--- src/rtl/azadi_irq_ctrl_if.sv ---
// Request/acknowledge handshake between the interrupt controller and the core controller.
// master = interrupt controller (drives the request), slave = core controller (drives the ack).
interface azadi_irq_ctrl_if;
  logic       irq_req;
  logic [5:0] irq_cause;
  logic       irq_ack;

  modport master (output irq_req, output irq_cause, input irq_ack);
  modport slave  (input irq_req, input irq_cause, output irq_ack);
endinterface

--- src/rtl/azadi_irq_ctrl.sv ---
// Interrupt source side of the core trap interface: pending capture, masking, arbitration, request FSM.
// Optional build macro AZADI_IRQ_SYNC_EN adds a 2-flop synchroniser on all 19 irq inputs.
//
//  state | meaning
//  IDLE  | no request outstanding, arbitrate eligible sources
//  REQ   | request held to core with frozen cause, waiting for ack or withdrawal
//  ACKD  | one-cycle gap after ack, request low
module azadi_irq_ctrl #(
  parameter logic [14:0] FastEdgeMask = 15'h7fff,
  parameter bit          NmEdge       = 1'b1
) (
  input  logic                   clk_i,
  input  logic                   rst_i,
  input  logic                   irq_software_i,
  input  logic                   irq_timer_i,
  input  logic                   irq_external_i,
  input  logic [14:0]            irq_fast_i,
  input  logic                   irq_nm_i,
  input  logic [17:0]            mie_i,
  input  logic                   mstatus_mie_i,
  output logic [17:0]            mip_o,
  output logic                   nmi_pending_o,
  azadi_irq_ctrl_if.master       core
);

  localparam logic [5:0] CauseNmi   = 6'h3f;
  localparam logic [5:0] CauseExt   = 6'h2b;
  localparam logic [5:0] CauseSw    = 6'h23;
  localparam logic [5:0] CauseTimer = 6'h27;

  typedef enum logic [1:0] {IDLE, REQ, ACKD} state_e;

  state_e      state_q;
  logic        req_q;
  logic [5:0]  cause_q;

  logic [18:0] irq_raw;
  logic [18:0] irq_s;
  logic [14:0] fast_s;
  logic        nm_s;
  logic [14:0] fast_hist_q;
  logic        nm_hist_q;
  logic [14:0] fast_rise;
  logic        nm_rise;
  logic [17:0] mip_q;
  logic        nmi_q;

  logic [17:0] elig;
  logic [14:0] fast_elig;
  logic        win_valid;
  logic [5:0]  win_cause;
  logic        ack_held;
  logic        is_fast;
  logic [14:0] clr_fast;
  logic        clr_nmi;
  logic        held_level;
  logic        held_elig;

  // {nm, sw, timer, ext, fast[14:0]}
  assign irq_raw = {irq_nm_i, irq_software_i, irq_timer_i, irq_external_i, irq_fast_i};

`ifdef AZADI_IRQ_SYNC_EN
  logic [18:0] sync_q1;
  logic [18:0] sync_q2;

  always_ff @(posedge clk_i) begin
    if (rst_i) begin
      sync_q1 <= '0;
      sync_q2 <= '0;
    end else begin
      sync_q1 <= irq_raw;
      sync_q2 <= sync_q1;
    end
  end

  assign irq_s = sync_q2;
`else
  assign irq_s = irq_raw;
`endif

  assign fast_s    = irq_s[14:0];
  assign nm_s      = irq_s[18];
  assign fast_rise = fast_s & ~fast_hist_q;
  assign nm_rise   = nm_s & ~nm_hist_q;

  // Fast causes are 6'h30 + index; 6'h3f is the NMI, not a fast line.
  assign is_fast  = (cause_q[5:4] == 2'b11) && (cause_q[3:0] != 4'hf);
  assign ack_held = (state_q == REQ) && core.irq_ack;

  always_comb begin
    clr_fast = '0;
    clr_nmi  = 1'b0;
    if (ack_held) begin
      clr_nmi = (cause_q == CauseNmi);
      for (int i = 0; i < 15; i++) begin
        if (is_fast && (cause_q[3:0] == 4'(i))) clr_fast[i] = 1'b1;
      end
    end
  end

  // A new edge in the same cycle as the ack wins over the clear.
  always_ff @(posedge clk_i) begin
    if (rst_i) begin
      mip_q       <= '0;
      nmi_q       <= 1'b0;
      fast_hist_q <= '0;
      nm_hist_q   <= 1'b0;
    end else begin
      mip_q[17:15] <= irq_s[17:15];
      for (int i = 0; i < 15; i++) begin
        if (FastEdgeMask[i]) mip_q[i] <= fast_rise[i] | (mip_q[i] & ~clr_fast[i]);
        else                 mip_q[i] <= fast_s[i];
      end
      nmi_q       <= NmEdge ? (nm_rise | (nmi_q & ~clr_nmi)) : nm_s;
      fast_hist_q <= fast_s;
      nm_hist_q   <= nm_s;
    end
  end

  assign elig      = mip_q & mie_i & {18{mstatus_mie_i}};
  assign fast_elig = elig[14:0];

  always_comb begin
    win_valid = 1'b0;
    win_cause = '0;
    if (nmi_q) begin
      win_valid = 1'b1;
      win_cause = CauseNmi;
    end else if (|fast_elig) begin
      win_valid = 1'b1;
      for (int i = 14; i >= 0; i--) begin
        if (fast_elig[i]) win_cause = {2'b11, 4'(i)};
      end
    end else if (elig[15]) begin
      win_valid = 1'b1;
      win_cause = CauseExt;
    end else if (elig[17]) begin
      win_valid = 1'b1;
      win_cause = CauseSw;
    end else if (elig[16]) begin
      win_valid = 1'b1;
      win_cause = CauseTimer;
    end
  end

  // Only level-type held causes may be withdrawn; NMI and latched edges stay until ack.
  always_comb begin
    held_level = 1'b0;
    held_elig  = 1'b0;
    if (is_fast) begin
      held_level = ~FastEdgeMask[cause_q[3:0]];
      held_elig  = fast_elig[cause_q[3:0]];
    end else begin
      case (cause_q)
        CauseExt:   begin held_level = 1'b1; held_elig = elig[15]; end
        CauseSw:    begin held_level = 1'b1; held_elig = elig[17]; end
        CauseTimer: begin held_level = 1'b1; held_elig = elig[16]; end
        default:    begin held_level = 1'b0; held_elig = 1'b0;     end
      endcase
    end
  end

  always_ff @(posedge clk_i) begin
    if (rst_i) begin
      state_q <= IDLE;
      req_q   <= 1'b0;
      cause_q <= '0;
    end else begin
      case (state_q)
        IDLE: begin
          if (win_valid) begin
            state_q <= REQ;
            req_q   <= 1'b1;
            cause_q <= win_cause;
          end
        end
        REQ: begin
          if (core.irq_ack) begin
            state_q <= ACKD;
            req_q   <= 1'b0;
          end else if (held_level && !held_elig) begin
            state_q <= IDLE;
            req_q   <= 1'b0;
          end
        end
        ACKD: begin
          state_q <= IDLE;
          req_q   <= 1'b0;
        end
        default: begin
          state_q <= IDLE;
          req_q   <= 1'b0;
        end
      endcase
    end
  end

  assign mip_o          = mip_q;
  assign nmi_pending_o  = nmi_q;
  assign core.irq_req   = req_q;
  assign core.irq_cause = cause_q;

endmodule

--- src/flat_wrapper.sv ---
// flat-port wrapper written by rule: the top's interface ports become plain ports
module azadi_irq_ctrl_flat 
#(
  parameter logic [14:0] FastEdgeMask = 15'h7fff,
  parameter bit          NmEdge       = 1'b1
)
  (clk_i, rst_i, irq_software_i, irq_timer_i, irq_external_i, irq_fast_i, irq_nm_i, mie_i, mstatus_mie_i, mip_o, nmi_pending_o, core_irq_req, core_irq_cause, core_irq_ack);
  azadi_irq_ctrl_if core_i ();
  input  logic clk_i;
  input  logic rst_i;
  input  logic irq_software_i;
  input  logic irq_timer_i;
  input  logic irq_external_i;
  input  logic [14:0] irq_fast_i;
  input  logic irq_nm_i;
  input  logic [17:0] mie_i;
  input  logic mstatus_mie_i;
  output logic [17:0] mip_o;
  output logic nmi_pending_o;
  output wire logic [$bits(core_i.irq_req)-1:0] core_irq_req;
  output wire logic [$bits(core_i.irq_cause)-1:0] core_irq_cause;
  input wire logic [$bits(core_i.irq_ack)-1:0] core_irq_ack;
  assign core_irq_req = core_i.irq_req;
  assign core_irq_cause = core_i.irq_cause;
  assign core_i.irq_ack = core_irq_ack;
  azadi_irq_ctrl #(.FastEdgeMask(FastEdgeMask), .NmEdge(NmEdge)) u_core (.clk_i(clk_i), .rst_i(rst_i), .irq_software_i(irq_software_i), .irq_timer_i(irq_timer_i), .irq_external_i(irq_external_i), .irq_fast_i(irq_fast_i), .irq_nm_i(irq_nm_i), .mie_i(mie_i), .mstatus_mie_i(mstatus_mie_i), .mip_o(mip_o), .nmi_pending_o(nmi_pending_o), .core(core_i));
endmodule
--- config.mk ---
export PLATFORM = sky130hd
export DESIGN_NAME = azadi_irq_ctrl_flat
export DESIGN_NICKNAME = d
export VERILOG_FILES = /design/src/rtl/azadi_irq_ctrl_if.sv /design/src/rtl/azadi_irq_ctrl.sv /design/src/flat_wrapper.sv
export SDC_FILE = /design/constraint.sdc
export NUM_CORES = 1
export LEC_CHECK = 0
export ABC_AREA = 1
export CORE_MARGIN = 2
export CORE_UTILIZATION = 45
export DETAILED_ROUTE_END_ITERATION = 8
export PLACE_DENSITY = 0.76
export REMOVE_ABC_BUFFERS = 1
export SLEW_MARGIN = 40
export SYNTH_ARGS = -nofsm -noshare
export SYNTH_HDL_FRONTEND = slang
export SYNTH_SLANG_ARGS = --single-unit
--- constraint.sdc ---
create_clock -name clk_i -period 1.9 [get_ports clk_i]
set_input_delay 0.38 -clock clk_i [delete_from_list [all_inputs] [get_ports clk_i]]
set_output_delay 0.38 -clock clk_i [all_outputs]
set_load 0.01 [all_outputs]
==> impl_metrics.tcl <==
set metrics [dict create \
    run_status "finished, final reports clean" \
    post_layout_nets 380 \
    critPathLaunchType "flop" \
    p_int_w 0.00154 \
    power_density_mw_per_mm2 764 \
    mappedNetlistArea_mm2 0.00193 \
    grt_first_pass_wirelength_um 8280 \
    post_drt_wl_per_cell_um 13.4 \
    place.detailed.instances 380 \
    max_slew_margin_pct 72.3 \
    final-setup-viol-count 0 \
    worst_hold_margin_ps 417 \
    synth.distinct_cells 34 \
    globalRouteOverflowTotal 0 \
    timing.critical_path.slowest_cell_delay_ps 590 \
    total_via_count_in_the_routed_design 1895 \
    peakVddDrop_mv 0.451 \
    timing_hold_violations_final 0 \
    power.total_w 0.00219 \
    p_clk_share_pct 23.7 \
    critPathSlowestCell "clkdlybuf4s50_1" \
    fraction_of_the_core_area_covered_by_cells_at_the_end_of_the_flow_pct 70.6 \
    power.static_leakage_nw 1.28 \
    p_seq_share_pct 48.3 \
    grt_start_max_net_pins 39 \
    switching_share_pct 29.7 \
    detailedRoute.firstIterationViolations 136 \
    cts_tree "done" \
    period_share_pct 90.6 \
    cts.path.max_buffers 2 \
    yosys_warnings 0 \
    place_ws_ps -237 \
    antenna_found_initial 0 \
    final_max_slew_viol_count 0 \
    via_per_inst 4.88 \
    worst-endpoint-arrival_ps 1340 \
    max_freq_mhz 581 \
    mostFrequentLayoutCell "clkdlybuf4s50_1" \
    start_util_pct 47.7 \
    hold_class "flop to flop" \
    post_synth_inst_count 257 \
    relative_contribution_of_combinational_cells_to_total_power_pct 27.9 \
    critPathBufInv 1 \
    ctsHtreeMaxLevel 2 \
    area_of_the_core_mm2 0.00406 \
    finalWirelength_um 5200 \
    share_of_post_route_cells_with_drive_strength_above_1_pct 13.6 \
    ant_nets 0 \
    critical_path_peak_fanout 7 \
    synth-main-ff-cell "dfxtp_1" \
    setup.worst_path.end_class "output port" \
    grt.total_usage_pct 21.4 \
    worstMarginPinSlew_ps 414 \
    width_of_the_die_um 69.6 \
    critical_path.top_delay_family "buffers and inverters" \
    clkTransAtPathRegs_ps 70 \
    antennaDiodeCount 0 \
    worstSkewPairLatency_ps 290 \
    netSwitchingPower_w 0.000650 \
    dieArea_mm2 0.00484 \
    die_height_um 69.6 \
    clock_tree.root_cell "clkbuf_8" \
    first_pass_iters 4 \
    path_class "flop to output port" \
    worst-endpoint-required_ps 1520 \
    drcViolationCount 0 \
    post-route-worst-setup-slack_ps 179 \
    synth_seq_area_share_pct 44.5 \
    port_buffers 66 \
    cap_viol_max_count 0 \
    syn_avg_cell_area_um2 7.53 \
    cts_buffers 5 \
    rows 23 \
    worstPathCellList "clkdlybuf4s50_1" \
    ys_seq_elements 43 \
    period_needed_ps 1720 \
    layout_common_cells "clkdlybuf4s50_1 (65), nor2_1 (49), dfxtp_1 (43)" \
    area_growth_pct 48.0 \
    setup_repair_after_global_routing_missed_its_margin "false" \
    design.portCount 67 \
    number_of_global_route_vias_before_repair 1805 \
    synth-async-reset-ratio_pct 0 \
    layout.cells.non_filler 388 \
    synth-edff-count 0 \
    dp_hpwl_um 3870 \
    fin_skew_ps 3.13 \
    global_placement_routability_congestion 0.891 \
    clkSinkCount 43 \
]
## area by class of cell
| class | instances | area (um^2) |
|---|---|---|
| Multi-Input combinational cell | 172 | 903 |
| Clock buffer | 6 | 72.6 |
| Timing Repair Buffer | 83 | 833 |
| Inverter | 34 | 130 |
| Fill cell | 341 | 1190 |
| Tap cell | 50 | 62.6 |
| Sequential cell | 43 | 861 |
## state kept, by name (all words and copies together) (netlist names)
register	flops
u_core.mip_o	18
u_core.fast_hist_q	15
u_core.core.irq_cause	6
u_core.state_q	2
u_core.nm_hist_q	1
u_core.nmi_pending_o	1
## Yosys cell counts (all sizes together), types with 2 or more instances
library cell	instances	area share (%)
o21ai	6	1.7
nor2	54	12
dfxtp	43	45
o22ai	2	0.65
nand3	37	11
inv	34	6.7
a31oi	2	0.65
buf	5	2.0
nand2	41	9.0
o31ai	7	2.7
clkbuf	3	0.58
a21oi	13	3.4
## power by group through the flow
stage / registers (W) / clock network [W] / logic [W]
final: 0.00106 / 0.000519 / 0.000611
after global placement: 0.00108 / 0 / 0.000586
after global routing: 0.00107 / 0.000570 / 0.000666
after floorplan: 0.00109 / 0 / 0.000249
after CTS: 0.00106 / 0.000535 / 0.000604
after detailed placement: 0.00108 / 0 / 0.000595
## per-stage QoR
stage / instance area (um^2) / TNS, ps
after detailed placement: 2750 / -1350
after floorplan: 1880 / 0
final: 2860 / 0
after global placement: 2750 / -870
after global routing: 2860 / 0
after CTS: 2820 / 0
## final timing paths
kind	endpoint	slack (ps)	depth (start not counted)	start
worst max-delay path	nmi_pending_o	180	1	u_core.nmi_pending_o
worst min-delay path	u_core.mip_o[12]	420	1	u_core.fast_hist_q[12]
worst max register to register	u_core.state_q[0]	380	7	u_core.core.irq_cause[0]
worst min register to register	u_core.mip_o[12]	420	1	u_core.fast_hist_q[12]
## metal layers
metal,track usage (%),up-vias,part of all wire (%)
li1,-,994,-
met5,0,-,0
met2,35.6,52,49
met4,7.84,0,1.2
met1,27.6,842,44
met3,4.07,7,6.0
## cells by family after synthesis
logic type	after synthesis	synth area share, %
AND/OR/NAND/NOR	138	35.1
flip-flops	43	44.5
buffers and inverters	42	9.31
AO/OA/AOI/OAI	34	11.1
## timing repair
action | CTS | global route
hold buffers | 0 | 0
resized for setup | 0 | 3
endpoints found under the setup margin | 0 | 5
setup buffers | 0 | 1
Note: power is estimated with default switching activity, not from simulation.
